===== src/rtl/atm_pkg.sv =====
// Shared definitions for the ATM keypad front-end.
// Holds the special key codes, the one-hot key FSM state encoding, the
// mode constants and small arithmetic helpers used by the amount
// accumulator.
package atm_pkg;

  localparam logic [3:0] TECLA_ENTER    = 4'hA;
  localparam logic [3:0] TECLA_BORRAR   = 4'hB;
  localparam logic [3:0] TECLA_CANCELAR = 4'hC;

  localparam logic MODO_PIN   = 1'b0;
  localparam logic MODO_MONTO = 1'b1;

  typedef enum logic [3:0] {
    ST_IDLE    = 4'b0001,
    ST_FILTRO  = 4'b0010,
    ST_ACEPTAR = 4'b0100,
    ST_SOLTAR  = 4'b1000
  } key_st_e;

  function automatic logic es_digito(input logic [3:0] c);
    return (c <= 4'd9);
  endfunction

  // acum*10 + d without a multiplier; wraps in 32 bits
  function automatic logic [31:0] mul10_add(input logic [31:0] a, input logic [3:0] d);
    return (a << 3) + (a << 1) + {28'd0, d};
  endfunction

endpackage


===== src/rtl/atm_key_debounce.sv =====
// Key debouncer / press FSM.
// Accepts a press once TECLA_VALIDA has been high with an unchanged code for
// DEBOUNCE_CYCLES consecutive cycles, then waits for DEBOUNCE_CYCLES
// consecutive low cycles before arming again, so a held key never repeats.
// Ports:
//   CLK, RESET     clock, async active-low reset
//   TECLA_VALIDA   raw key-down level (may bounce)
//   TECLA          raw key code
//   TECLA_OK       one-cycle pulse, high during the accept cycle
//   TECLA_COD      code latched for the accepted press
module atm_key_debounce
  import atm_pkg::*;
#(
  parameter int DEBOUNCE_CYCLES = 16,
  parameter int CNT_W           = 5
) (
  input  logic       CLK,
  input  logic       RESET,
  input  logic       TECLA_VALIDA,
  input  logic [3:0] TECLA,
  output logic       TECLA_OK,
  output logic [3:0] TECLA_COD
);

  localparam logic [CNT_W-1:0] CNT_LAST = CNT_W'(DEBOUNCE_CYCLES - 1);

  key_st_e          state_q;
  logic [CNT_W-1:0] cnt_q;
  logic [3:0]       code_q;
  logic             ok_q;

  always_ff @(posedge CLK or negedge RESET) begin
    if (!RESET) begin
      state_q <= ST_IDLE;
      cnt_q   <= '0;
      code_q  <= '0;
      ok_q    <= 1'b0;
    end else begin
      ok_q <= 1'b0;
      unique case (state_q)
        ST_IDLE: begin
          if (TECLA_VALIDA) begin
            code_q  <= TECLA;
            cnt_q   <= CNT_W'(1);
            state_q <= ST_FILTRO;
          end
        end
        ST_FILTRO: begin
          if (!TECLA_VALIDA) begin
            cnt_q   <= '0;
            state_q <= ST_IDLE;
          end else if (TECLA != code_q) begin
            code_q <= TECLA;
            cnt_q  <= CNT_W'(1);
          end else if (cnt_q == CNT_LAST) begin
            // counter reaches DEBOUNCE_CYCLES on this edge
            cnt_q   <= '0;
            ok_q    <= 1'b1;
            state_q <= ST_ACEPTAR;
          end else begin
            cnt_q <= cnt_q + 1'b1;
          end
        end
        ST_ACEPTAR: begin
          cnt_q   <= '0;
          state_q <= ST_SOLTAR;
        end
        ST_SOLTAR: begin
          // count consecutive released cycles; any high restarts the count
          if (TECLA_VALIDA) begin
            cnt_q <= '0;
          end else if (cnt_q == CNT_LAST) begin
            cnt_q   <= '0;
            state_q <= ST_IDLE;
          end else begin
            cnt_q <= cnt_q + 1'b1;
          end
        end
        default: begin
          cnt_q   <= '0;
          state_q <= ST_IDLE;
        end
      endcase
    end
  end

  assign TECLA_OK  = ok_q;
  assign TECLA_COD = code_q;

endmodule


===== src/rtl/atm_keypad_entry.sv =====
// ATM keypad front-end.
// Debounced keys are forwarded as single digits in PIN mode, or accumulated
// into a decimal amount (committed with ENTER) in amount mode.
// Ports:
//   CLK, RESET        clock, async active-low reset
//   TECLA_VALIDA      raw key-down level
//   TECLA             raw key code (0-9, A=ENTER, B=BORRAR, C=CANCELAR)
//   MODO              0 = PIN entry, 1 = amount entry
//   DIGITO/_STB       accepted PIN digit and its one-cycle strobe
//   MONTO/_STB        committed amount and its one-cycle strobe
//   CANCELAR_STB      one-cycle pulse on accepted CANCELAR
//   ERROR_ENTRADA     one-cycle pulse on a rejected key
//   DIGITOS_ACUM      digits currently held in the accumulator
module atm_keypad_entry
  import atm_pkg::*;
#(
  parameter int DEBOUNCE_CYCLES = 16,
  parameter int MAX_DIGITS      = 9,
  parameter int CNT_W           = 5
) (
  input  logic        CLK,
  input  logic        RESET,
  input  logic        TECLA_VALIDA,
  input  logic [3:0]  TECLA,
  input  logic        MODO,
  output logic [3:0]  DIGITO,
  output logic        DIGITO_STB,
  output logic [31:0] MONTO,
  output logic        MONTO_STB,
  output logic        CANCELAR_STB,
  output logic        ERROR_ENTRADA,
  output logic [3:0]  DIGITOS_ACUM
);

  logic       tecla_ok;
  logic [3:0] tecla_cod;

  atm_key_debounce #(
    .DEBOUNCE_CYCLES (DEBOUNCE_CYCLES),
    .CNT_W           (CNT_W)
  ) u_deb (
    .CLK          (CLK),
    .RESET        (RESET),
    .TECLA_VALIDA (TECLA_VALIDA),
    .TECLA        (TECLA),
    .TECLA_OK     (tecla_ok),
    .TECLA_COD    (tecla_cod)
  );

  logic        modo_q;
  logic [31:0] acum_q,  acum_d;
  logic [3:0]  ndig_q,  ndig_d;
  logic [3:0]  dig_q,   dig_d;
  logic [31:0] monto_q, monto_d;
  logic        dstb_q,  dstb_d;
  logic        mstb_q,  mstb_d;
  logic        cstb_q,  cstb_d;
  logic        err_q,   err_d;

  always_comb begin
    // a mode change clears first; a coincident key then acts in the new mode
    acum_d  = (MODO != modo_q) ? '0 : acum_q;
    ndig_d  = (MODO != modo_q) ? '0 : ndig_q;
    dig_d   = dig_q;
    monto_d = monto_q;
    dstb_d  = 1'b0;
    mstb_d  = 1'b0;
    cstb_d  = 1'b0;
    err_d   = 1'b0;
    if (tecla_ok) begin
      if (MODO == MODO_PIN) begin
        if (es_digito(tecla_cod)) begin
          dig_d  = tecla_cod;
          dstb_d = 1'b1;
        end else if (tecla_cod == TECLA_CANCELAR) begin
          cstb_d = 1'b1;
        end else if (tecla_cod != TECLA_ENTER && tecla_cod != TECLA_BORRAR) begin
          err_d = 1'b1;
        end
      end else begin
        if (es_digito(tecla_cod)) begin
          if (ndig_d < 4'(MAX_DIGITS)) begin
            acum_d = mul10_add(acum_d, tecla_cod);
            ndig_d = ndig_d + 4'd1;
          end else begin
            err_d = 1'b1;
          end
        end else begin
          unique case (tecla_cod)
            TECLA_ENTER: begin
              if (ndig_d != 4'd0) begin
                monto_d = acum_d;
                mstb_d  = 1'b1;
                acum_d  = '0;
                ndig_d  = '0;
              end else begin
                err_d = 1'b1;
              end
            end
            TECLA_BORRAR: begin
              acum_d = '0;
              ndig_d = '0;
            end
            TECLA_CANCELAR: begin
              acum_d = '0;
              ndig_d = '0;
              cstb_d = 1'b1;
            end
            default: err_d = 1'b1;
          endcase
        end
      end
    end
  end

  always_ff @(posedge CLK or negedge RESET) begin
    if (!RESET) begin
      modo_q  <= MODO_PIN;
      acum_q  <= '0;
      ndig_q  <= '0;
      dig_q   <= '0;
      monto_q <= '0;
      dstb_q  <= 1'b0;
      mstb_q  <= 1'b0;
      cstb_q  <= 1'b0;
      err_q   <= 1'b0;
    end else begin
      modo_q  <= MODO;
      acum_q  <= acum_d;
      ndig_q  <= ndig_d;
      dig_q   <= dig_d;
      monto_q <= monto_d;
      dstb_q  <= dstb_d;
      mstb_q  <= mstb_d;
      cstb_q  <= cstb_d;
      err_q   <= err_d;
    end
  end

  assign DIGITO        = dig_q;
  assign DIGITO_STB    = dstb_q;
  assign MONTO         = monto_q;
  assign MONTO_STB     = mstb_q;
  assign CANCELAR_STB  = cstb_q;
  assign ERROR_ENTRADA = err_q;
  assign DIGITOS_ACUM  = ndig_q;

endmodule

===== config.mk =====
export PLATFORM = sky130hd
export DESIGN_NAME = atm_keypad_entry
export DESIGN_NICKNAME = d
export VERILOG_FILES = /design/src/rtl/atm_pkg.sv /design/src/rtl/atm_key_debounce.sv /design/src/rtl/atm_keypad_entry.sv
export SDC_FILE = /design/constraint.sdc
export NUM_CORES = 1
export LEC_CHECK = 0
export ABC_AREA = 1
export BUFFER_PORTS_ARGS = -buffer_cell sky130_fd_sc_hd__buf_4
export CORE_MARGIN = 2
export CORE_UTILIZATION = 45
export DETAILED_ROUTE_END_ITERATION = 10
export PLACE_DENSITY = 0.69
export SKIP_LAST_GASP = 1
export SYNTH_ARGS = -nofsm -noshare
export SYNTH_HDL_FRONTEND = slang
export SYNTH_HIERARCHICAL = 1
export SYNTH_SLANG_ARGS = --single-unit

===== constraint.sdc =====
create_clock -name CLK -period 8.55 [get_ports CLK]
set_clock_uncertainty 0.05 [all_clocks]
set_input_delay 1.71 -clock CLK [delete_from_list [all_inputs] [get_ports CLK]]
set_output_delay 1.71 -clock CLK [all_outputs]
set_load 0.005 [all_outputs]

[Word-level counts from Yosys, hierarchy flattened]
Index checks and enable logic that the tools add are counted.
Storage, ports and cells
  word-level logic and storage cells: 103
  output and inout bits: 44
  register bits after elaboration: 91
  bits of input ports: 8
Cells by class
  $add $sub $neg: 4
  bitwise operators: 2
  reductions and logical operators: 8
  mux-type cells: 55
  magnitude comparators: 2
  equal/unequal tests: 19
Operators by type and width (count)
  $mux W32: 6
  $pmux W32 S2: 1
  $mux W4: 15
  $add A32 B32 Y32: 1
  $add A32 B4 Y32: 1
  $mux W5: 5
  $mux W1: 23
  $eq A4 B4 Y1 const B: 4
  $pmux W4 S2: 2
  $pmux W4 S4: 1
  $pmux W5 S3: 1
  $reduce_and A5 Y1: 2
  $ne A4 B4 Y1 const B: 2
  $ne A2 B2 Y1 const B: 3
  $add A5 B1 Y5 const B: 1
  $eq A5 B4 Y1 const B: 1
  $add A4 B1 Y4 const B: 1
  $eq A4 B1 Y1 const B: 1
  $eq A4 B2 Y1 const B: 1
  $eq A4 B3 Y1 const B: 1
  $le A4 B4 Y1 const B: 1
  $lt A4 B4 Y1 const B: 1
  $ne A2 B1 Y1 const B: 2
  $ne A4 B4 Y1: 1
  11 further kinds: 12

[Longest topological paths before layout]
Gate-level depths: netlist (run 1).
  depth after elaboration: 8
  mapped depth: 22
  mapped depth without buffers: 21

[Modules after synthesis]
The synthesis (run 1) kept the hierarchy.
By module, submodules not included
  atm_keypad_entry: cells each 926, area each 6132.1 µm², times used 1
  atm_key_debounce: cells each 130, area each 903.4 µm², times used 1

[Least setup slack after synthesis (run 1)]
Ideal clock, no wire load.
  path kind: input port to flip-flop
  start: input port MODO
  end: register acum_q[10]
  stages: 20
  setup slack: 4.368 ns
  arrival: 4.006 ns
  data required time: 8.374 ns
  library setup time: 0.126 ns
  cell sequence: inv_1 -> nand2_2 -> nand2_4 -> clkbuf_1 -> nand2_1 -> inv_1 -> ha_1 -> ha_1 -> inv_1 -> fa_1 -> inv_1 -> nand3_1 -> nand3_1 -> nand2_1 -> nand2_1 -> or2_2 -> nand3b_1 -> o21ai_0 -> nand2_1 -> o21ai_0
On the way
  word-level cells in the longest chain between the ends: 8
  elaborated cells on any way between the ends: 13
  classes of those cells: add/sub (2); order compare (1); eq/ne (1); mux (8); reduce/logical (1)
Ends and longest elaborated chain
  start, declared: line atm_keypad_entry.sv:25  | input logic MODO,
  $ne A1 B1 Y1: line atm_keypad_entry.sv:62, atm_keypad_entry.sv:63
  $mux W32 / $mux W4 (equally long branches): line atm_keypad_entry.sv:62, atm_keypad_entry.sv:63
  $add A32 B32 Y32 / $reduce_bool A4 Y1 (equally long branches): line atm_pkg.sv:27, atm_keypad_entry.sv:91
  $add A32 B4 Y32 / $mux W32 (equally long branches): line atm_pkg.sv:27, atm_keypad_entry.sv:91
  $mux W32 / $pmux W32 S2 (equally long branches): line atm_keypad_entry.sv:82, atm_keypad_entry.sv:89
  $mux W32: line atm_keypad_entry.sv:81  | if (es_digito(tecla_cod)) begin
  $mux W32: line atm_keypad_entry.sv:71  | if (MODO == MODO_PIN) begin
  $mux W32 (*): line atm_keypad_entry.sv:70  | if (tecla_ok) begin
  via acum_d[10]: line atm_keypad_entry.sv:51  | logic [31:0] acum_q, acum_d;
  end signal, assigned: line atm_keypad_entry.sv:129  | acum_q <= acum_d;
  end, declared: line atm_keypad_entry.sv:51
Mark *: on every way through the listed nets, which the timed path passes. The rest lies on a longest branch.
A chain may end at the register's enable or synchronous reset.

[Worst setup path after layout (run 1)]
  start: input port MODO
  end: register monto_q[4] (netlist: MONTO[4])
On the way
  word-level cells in the longest chain between the ends: 4
  elaborated cells on any way between the ends: 5
  classes of those cells: eq/ne (1); mux (2); reduce/logical (2)
Ends and longest elaborated chain
  $ne A1 B1 Y1: line atm_keypad_entry.sv:62, atm_keypad_entry.sv:63
  $mux W4: line atm_keypad_entry.sv:63  | ndig_d = (MODO != modo_q) ? '0 : ndig_q;
  $reduce_bool A4 Y1: line atm_keypad_entry.sv:91  | if (ndig_d != 4'd0) begin
  $reduce_and A5 Y1 (no source line)
  end signal, assigned: line atm_keypad_entry.sv:132  | monto_q <= monto_d;
  end, declared: line atm_keypad_entry.sv:54  | logic [31:0] monto_q, monto_d;
Parallel ways exist; a longest one is shown, timed or not.

==> results of run 1 <==
-- state kept, by name, indices dropped and copies added, names as in the netlist --
register	flops
MONTO	32
acum_q	32
u_deb/cnt_q	5
DIGITOS_ACUM	4
DIGITO	4
u_deb/TECLA_COD	4
u_deb/state_q	4
CANCELAR_STB	1
DIGITO_STB	1
ERROR_ENTRADA	1
MONTO_STB	1
modo_q	1
u_deb/TECLA_OK	1
-- cell type report --
cell class / count / area, sq um
Clock buffer: 10 / 239
Clock inverter: 6 / 46.3
Fill cell: 1571 / 7400
Inverter: 188 / 716
Multi-Input combinational cell: 759 / 3920
Sequential cell: 91 / 2280
Tap cell: 211 / 264
Timing Repair Buffer: 53 / 398
-- worst max-delay path, delay by kind of cell --
kind                       cells  cell delay [ps]
and+or+nand+nor                7             1620
adders and majority gates      1              220
AOI/OAI and AO/OA              1               80
buffers and inverters          5             1300
-- logic make-up (layout without fill, tap and decap cells) --
| group | count (synthesis) | after routing | share of synthesized area [%] |
|---|---|---|---|
| buffers and inverters | 206 | 257 | 11.9 |
| adder cells (fa/ha/maj) | 64 | 64 | 11.5 |
| AND/OR/NAND/NOR | 573 | 573 | 34.3 |
| flip-flops | 91 | 91 | 32.4 |
| XOR/XNOR | 10 | 10 | 1.24 |
| AO/OA/AOI/OAI | 112 | 112 | 8.71 |
-- routing by layer --
layer | GRT usage, % | part of all wire, % | up-vias
li1 | - | - | 3387
met1 | 32.1 | 48 | 2988
met2 | 37.7 | 45 | 136
met3 | 3.80 | 6.0 | 27
met4 | 6.52 | 1.6 | 0
met5 | 0 | 0 | -
-- power by group --
part / switching (uW) / internal [uW] / total, uW
logic: 116 / 53.6 / 170
clock network: 184 / 207 / 391
registers: 26.2 / 449 / 476
total: 326 / 710 / 1040
-- how the worst max path moves through the flow --
stage | end | slack [ps] | cells past startpoint
2_1_floorplan | acum_q[10]$_DFF_PN0_ | 4370 | 20
3_3_place_gp | MONTO[28]$_DFFE_PN0P_ | 3390 | 14
3_5_place_dp | MONTO[4]$_DFFE_PN0P_ | 3470 | 14
4_1_cts | MONTO[28]$_DFFE_PN0P_ | 3800 | 14
5_1_grt | MONTO[4]$_DFFE_PN0P_ | 3430 | 14
6_report | MONTO[4]$_DFFE_PN0P_ | 3750 | 14
-- Yosys cell counts --
cell type	instances
o21bai_1	9
nor2_1	88
buf_2	10
a32oi_1	1
nand2_4	8
buf_6	3
clkbuf_8	1
nand2_1	377
xor2_1	5
clkinv_1	1
xnor2_1	5
inv_4	2
nand4_1	9
nor2_4	2
a21o_1	1
a22oi_1	1
inv_2	5
a31oi_1	1
o22ai_1	8
a211oi_1	2
nand3_2	2
a21oi_1	27
o31ai_1	1
dfstp_2	1
nor4_1	1
nor3_2	1
dfrtp_1	90
nand3_1	63
clkinv_4	1
fa_1	1
and2_1	1
nor3_1	7
nand2_2	7
nor2_8	1
nand3b_1	3
ha_1	63
o21ai_0	36
o21ai_1	24
clkbuf_1	2
or2_2	1
inv_1	179
buf_4	2
o211ai_1	1
nor2_2	2
-- metrics by stage --
step                      hold slack (ps)  util (%)  area, sq um  instances  worst slack [ps]
after floorplan                       392         -         7040       1056              4370
after global placement                406      49.7         7580       1302              3390
after detailed placement              412      49.7         7580       1302              3470
after CTS                             427      51.5         7860       1318              3800
after global routing                  450      51.5         7860       1318              3430
final                                 423      51.5         7860       1318              3750
==> results.yml, run 1 <==
status:
  outcome: "complete, no violations"
floorplan:
  ioPinCount: 52
  die_w_microns: 129
  dieArea_sq_um: 16700
  fp.dieH_microns: 129
  core-area_sq_um: 15300
  start_util_pct: 46.1
  num_rows: 45
clocking:
  clock_path_buffers: 2
  clock_latency_ps: 360
  clkSinkCount: 91
  holdBufCountCts: 0
  cts_repair_resize_count: 0
  postCtsSetupBuffers: 0
  tritoncts: "yes"
  htreeDepth: 3
  root_buffer: "clkbuf_16"
  numCtsBuffers: 9
  clk_pin_slew_worst_paths_ps: 70
synthesis:
  synth_top_area_share_pct: 32.0
  netlist-cell-type-count: 44
  synth-seq-area-share_pct: 32.4
  yosysTopAreaCell: "dfrtp_1"
  avgSynthCellArea_sq_um: 6.66
  synthTopCellsByArea: "dfrtp_1 32%, nand2_1 20%, ha_1 11%"
  ys_seq_elements: 91
  syn_inst: 1056
  syn_nets: 1128
  yosys_warnings: 6
  netlist_area_sq_um: 7040
setup_path:
  cp-start-kind: "primary input"
  critPathRequiredTime_ps: 8720
  max_stage_delay_ps: 700
  worstPathArrival_ps: 4970
  reg2reg_to: "MONTO[4]$_DFFE_PN0P_"
  worstPathCellList: "buf_4, inv_1, nand2_2, nand2_4, inv_1, nor2_1, inv_1, ha_1, nand3_2, nand2_2, nor3_2, inv_2, nand2_1, o21ai_1"
  r2r_slack_ps: 4870
  endpoint_kind: "flip-flop"
  startpoint: "MODO"
  crit_type: "in2reg"
  cp_max_fo: 55
  cp_slowest_cell: "nor3_2"
  path_common_cell: "inv_1"
  rr_startpoint: "modo_q$_DFF_PN0_"
  reg2reg_depth: 13
worst_hold_path:
  hold_path_startpoint: "MONTO[22]$_DFFE_PN0P_"
  worstHoldPathType: "reg2reg"
  min_to: "MONTO[22]$_DFFE_PN0P_"
  hold_path_depth: 2
timing:
  tightest_slew_ps: 972
  final-setup-viol-count: 0
  slew_headroom_pct: 35.2
  fmax_ghz: 0.208
  fin_crit_ps: 4800
  slew_viol_final: 0
  hold_viol: 0
  setup-tns-final_ps: 0
  period_share_pct: 56.2
  rsz0062_at_grt: "no"
grt:
  grt_pass1_vias: 6289
  grt_max_degree: 59
  grt_pass1_wl_microns: 30400
  overflow: 0
  antenna_found_initial: 0
  grt_usage_pct: 23.2
drt:
  wl_per_cell_microns: 13.7
  drc: 0
  wl_microns: 18100
  dr_total_vias: 6538
  ant_nets: 0
  viasPerCell: 4.96
  drtIter0Drc: 431
  first_pass_iters: 6
cells_and_area:
  drive_gt1_share_pct: 9.21
  area_growth_pct: 11.8
  final_common_cell: "nand2_1"
  nNetsFinal: 1174
  n_antenna_cell: 0
  final_cell_mix: "377 x nand2_1, 179 x inv_1, 90 x dfrtp_1"
pwr:
  cellPowerDensity_nw_per_um2: 132
  peakVddDrop_uv: 119
  p_total_uw: 1040
  p_leak_uw: 0.00478
run:
  max_cap_viol_count: 0
place:
  gp_congestion: 0.929
  portBuffers: 51
  dp_hpwl_microns: 14000
Note: power is estimated with default switching activity, not from simulation.
==> run 2: changes to the inputs <==
- PLACE_DENSITY: 0.69 -> 0.72
- clock period: 8.55 -> 4.4 ns (I/O delays scaled with it)
==> results.yml, run 2 (same netlist as run 1, synthesis figures left out) <==
status:
  outcome: "complete, no violations"
pwr:
  switchingPower_uw: 637
  power.internal_uw: 1420
  pwr-share-clk_pct: 38.8
  cellPowerDensity_nw_per_um2: 259
  p_sw_share_pct: 30.9
  pwr-share-comb_pct: 16.1
  p_seq_share_pct: 45.1
  peakVddDrop_uv: 286
  p_leak_uw: 0.00484
run:
  max_cap_viol_count: 0
clocking:
  postCtsSetupBuffers: 0
  clkSinkCount: 91
  cts_repair_resize_count: 0
  clock_path_buffers: 2
  clock_latency_ps: 360
  clk_pin_slew_worst_paths_ps: 60
  numCtsBuffers: 9
  holdBufCountCts: 0
  root_buffer: "clkbuf_16"
  tritoncts: "yes"
  htreeDepth: 3
floorplan:
  start_util_pct: 46.1
  core-area_sq_um: 15300
  die_w_microns: 129
  dieArea_sq_um: 16700
  num_rows: 45
  fp.dieH_microns: 129
  ioPinCount: 52
setup_path:
  crit_type: "in2reg"
  critPathRequiredTime_ps: 4590
  cp_max_fo: 8
  worstPathCellList: "buf_4, inv_1, nand2_2, nand2_4, inv_1, buf_4, nor2_1, ha_1, ha_1, nand2_1, nor2_1, inv_1, nor2_1, nand2_1, nand2_1, nand2_1, nand3_1, nand3_1, nand2_1, nand2_1"
  cp-start-kind: "primary input"
  path_common_cell: "nand2_1"
  max_stage_delay_ps: 380
  cp_slowest_cell: "ha_1"
  endpoint_kind: "flip-flop"
  worstPathArrival_ps: 3720
drt:
  wl_per_cell_microns: 14.4
  drc: 0
  wl_microns: 19100
  dr_total_vias: 6615
  ant_nets: 0
  viasPerCell: 4.98
  drtIter0Drc: 413
  first_pass_iters: 5
grt:
  grt_pass1_vias: 6307
  grt_pass1_wl_microns: 31300
  antenna_found_initial: 0
  grt_usage_pct: 24.0
  overflow: 0
  grt_max_degree: 78
timing:
  slew_viol_final: 0
  slew_headroom_pct: 35.9
  fmax_ghz: 0.284
  final-setup-viol-count: 0
  period_share_pct: 80.1
  rsz0062_at_grt: "no"
  setup-tns-final_ps: 0
  hold_viol: 0
  fin_crit_ps: 3520
  tightest_slew_ps: 961
cells_and_area:
  area_growth_pct: 12.8
  final_cell_mix: "377 x nand2_1, 179 x inv_1, 90 x dfrtp_1"
  final_common_cell: "nand2_1"
  drive_gt1_share_pct: 9.86
  n_antenna_cell: 0
  nNetsFinal: 1183
  fin_cells: 1327
place:
  portBuffers: 51
  dp_hpwl_microns: 14700
  gp_congestion: 0.981
  place_inst: 1311
worst_hold_path:
  worstHoldPathType: "reg2reg"
run 2: per-layer routing:
layer | share of wire, % | wire, microns | global-route usage, %
met1 | 46 | 8740 | 32.5
met2 | 46 | 8880 | 39.9
met3 | 6.0 | 1140 | 3.67
met4 | 1.9 | 363 | 7.67
met5 | 0 | 0 | 0
run 2: cell type report:
| class | count | area [sq um] |
|---|---|---|
| fillers | 1537 | 7320 |
| multi-input cells | 759 | 3920 |
| flip-flops and latches | 91 | 2280 |
| inverters | 188 | 716 |
| repair buffers | 62 | 465 |
| well taps | 211 | 264 |
| clock buffers | 10 | 229 |
| clock inverters | 6 | 65.1 |
run 2: final timing paths:
kind                                        from               endpoint  slack (ps)  cells after the start
max                                         MODO   acum_q[31]$_DFF_PN0_         880                     20
min                        MONTO[20]$_DFFE_PN0P_  MONTO[20]$_DFFE_PN0P_         430                      2
max reg2reg                     modo_q$_DFF_PN0_   acum_q[30]$_DFF_PN0_        1140                     20
min reg2reg                MONTO[20]$_DFFE_PN0P_  MONTO[20]$_DFFE_PN0P_         430                      2
max in group asynchronous                  RESET  MONTO[20]$_DFFE_PN0P_        2880                      2
min in group asynchronous                  RESET    acum_q[1]$_DFF_PN0_         630                      1
run 2: critical path, delay by kind of cell:
kind,cells,cell delay [ps]
simple gates,13,1540
fa+ha+maj,2,710
buf+inv,5,540
run 2: metrics by stage:
step / utilization, % / area, sq um / setup slack, ps / total power [uW] / hold slack, ps
final: 52.0 / 7940 / 877 / 2060 / 426
after detailed placement: 50.1 / 7640 / 537 / 1270 / 414
after global routing: 52.0 / 7940 / 676 / 2160 / 452
after CTS: 52.0 / 7940 / 897 / 2070 / 430
after global placement: 50.1 / 7640 / 565 / 1260 / 413
after floorplan: - / 7040 / 1050 / 1170 / 392
run 2: power by group through the flow:
stage | Clock, uW | Combinational, uW | Sequential (uW)
final | 798 | 332 | 928
after floorplan | 0 | 247 | 926
after global routing | 843 | 379 | 935
after global placement | 0 | 323 | 942
after detailed placement | 0 | 330 | 944
after CTS | 811 | 333 | 929
==> run 3: changes to the inputs <==
- clock period: 4.4 -> 3.14 ns (I/O delays scaled with it)
==> results.yml, run 3 (same netlist as run 1, synthesis figures left out) <==
clocking:
  clkSinkCount: 91
  holdBufCountCts: 0
  tritoncts: "yes"
  root_buffer: "clkbuf_16"
  htreeDepth: 3
  clk_pin_slew_worst_paths_ps: 60
  clock_latency_ps: 350
  clock_path_buffers: 2
  numCtsBuffers: 9
drt:
  dr_total_vias: 6920
  wl_microns: 19200
  first_pass_iters: 5
  ant_nets: 0
  viasPerCell: 4.90
  drtIter0Drc: 430
  wl_per_cell_microns: 13.6
  drc: 0
run:
  max_cap_viol_count: 0
pwr:
  p_seq_share_pct: 45.1
  switchingPower_uw: 890
  power.internal_uw: 1940
  pwr-share-comb_pct: 18.6
  p_sw_share_pct: 31.4
  peakVddDrop_uv: 495
  cellPowerDensity_nw_per_um2: 324
  pwr-share-clk_pct: 36.3
  p_leak_uw: 0.00528
floorplan:
  fp.dieH_microns: 129
  dieArea_sq_um: 16700
  num_rows: 45
  core-area_sq_um: 15300
  start_util_pct: 46.1
  ioPinCount: 52
  die_w_microns: 129
setup_path:
  cp_max_fo: 7
  crit_type: "in2reg"
  worstPathArrival_ps: 3130
  endpoint_kind: "flip-flop"
  critPathRequiredTime_ps: 3340
  cp-start-kind: "primary input"
timing:
  slew_viol_final: 0
  tightest_slew_ps: 609
  period_share_pct: 93.5
  final-setup-viol-count: 0
  whs_ps: 233
  hold_viol: 0
  fin_crit_ps: 2940
  setup-tns-final_ps: 0
  slew_headroom_pct: 59.4
  fmax_ghz: 0.340
place:
  gp_congestion: 0.966
  dp_hpwl_microns: 15000
  place_area_sq_um: 8320
  place_inst: 1396
  portBuffers: 51
cells_and_area:
  nFillCells: 1465
  fin_cells: 1413
  drive_gt1_share_pct: 18.9
  final_util_pct: 57.2
  register_area_sq_um: 2280
  n_antenna_cell: 0
  post-route-cell-area_sq_um: 8730
  final_common_cell: "nand2_1"
  area_growth_pct: 24.1
  multi_input_area_sq_um: 4050
  final_cell_mix: "373 x nand2_1, 178 x inv_1, 143 x buf_4"
  nNetsFinal: 1269
grt:
  grt_pass1_wl_microns: 32000
  grt_usage_pct: 24.4
  grt_max_degree: 48
  overflow: 0
  grt_pass1_vias: 6788
  antenna_found_initial: 0
worst_hold_path:
  worstHoldPathType: "in2async"
status:
  outcome: "complete, no violations"
-- run 3: cell count changes in the layout (fill, tap and decap cells not counted), moves of 4 or more --
cell,change
a21oi_1,-4
a21oi_2,+4
buf_4,+81
nand2_1,-4
nand2_2,+4
nor2_1,-17
nor2_2,+14
-- run 3: worst paths after layout --
check                                 startpoint                            to  slack [ps]  depth (start not counted)
setup / recovery                            MODO          acum_q[26]$_DFF_PN0_         200                         20
hold / removal                             RESET         DIGITO[3]$_DFFE_PN0P_         230                          1
setup reg to reg                modo_q$_DFF_PN0_          acum_q[26]$_DFF_PN0_         260                         18
hold reg to reg            MONTO[13]$_DFFE_PN0P_         MONTO[13]$_DFFE_PN0P_         440                          2
max in group asynchronous                  RESET  u_deb/state_q[0]$_DFFE_PN1P_        2090                          2
min in group CLK           MONTO[13]$_DFFE_PN0P_         MONTO[13]$_DFFE_PN0P_         440                          2
-- run 3: metal layers --
layer,share of wire (%),wire length (microns),vias to the layer above,global-route usage [%]
li1,-,-,3574,-
met1,46,8740,3133,33.0
met2,47,8950,181,39.9
met3,5.0,968,32,3.06
met4,2.8,530,0,10.1
met5,0,0,-,0
-- run 3: layout make-up --
type,count,share of cell area [%]
Clock inverter,5,0.430
Clock buffer,11,2.67
Inverter,188,8.20
Tap cell,211,3.02
Timing Repair Buffer,148,13.2
Sequential cell,91,26.1
Multi-Input combinational cell,759,46.3
-- run 3: per-stage QoR --
stage          setup WS [ps]  total power, uW
2_1_floorplan           40.4             1640
6_report                 203             2830
4_1_cts                 18.8             2850
3_3_place_gp            -336             1810
5_1_grt                -5.05             2980
3_5_place_dp            -318             1820
-- run 3: critical path: stages --
cell	delay [ps]
buf_4	120
inv_1	90
nand2_2	70
nand2_4	70
inv_1	100
buf_12	170
nor2_2	130
ha_1	260
ha_1	330
buf_4	150
nand2_1	50
nand2_1	80
a21oi_1	270
o21bai_1	140
nand2_1	90
nand3_1	70
nand2_1	70
nand3_1	90
nand2_1	80
nand2_1	50
-- run 3: what timing repair did --
item	in CTS	in global routing
endpoints found under the hold margin	0	0
gates resized for setup	0	38
buffers inserted	0	1
endpoints found under the setup margin	0	22
-- run 3: power by group through the flow --
stage,logic [uW],registers [uW],clock network (uW)
finish,527,1280,1030
global route,607,1280,1090
CTS,524,1280,1050
detailed placement,521,1300,0
global placement,512,1300,0
floorplan,347,1300,0
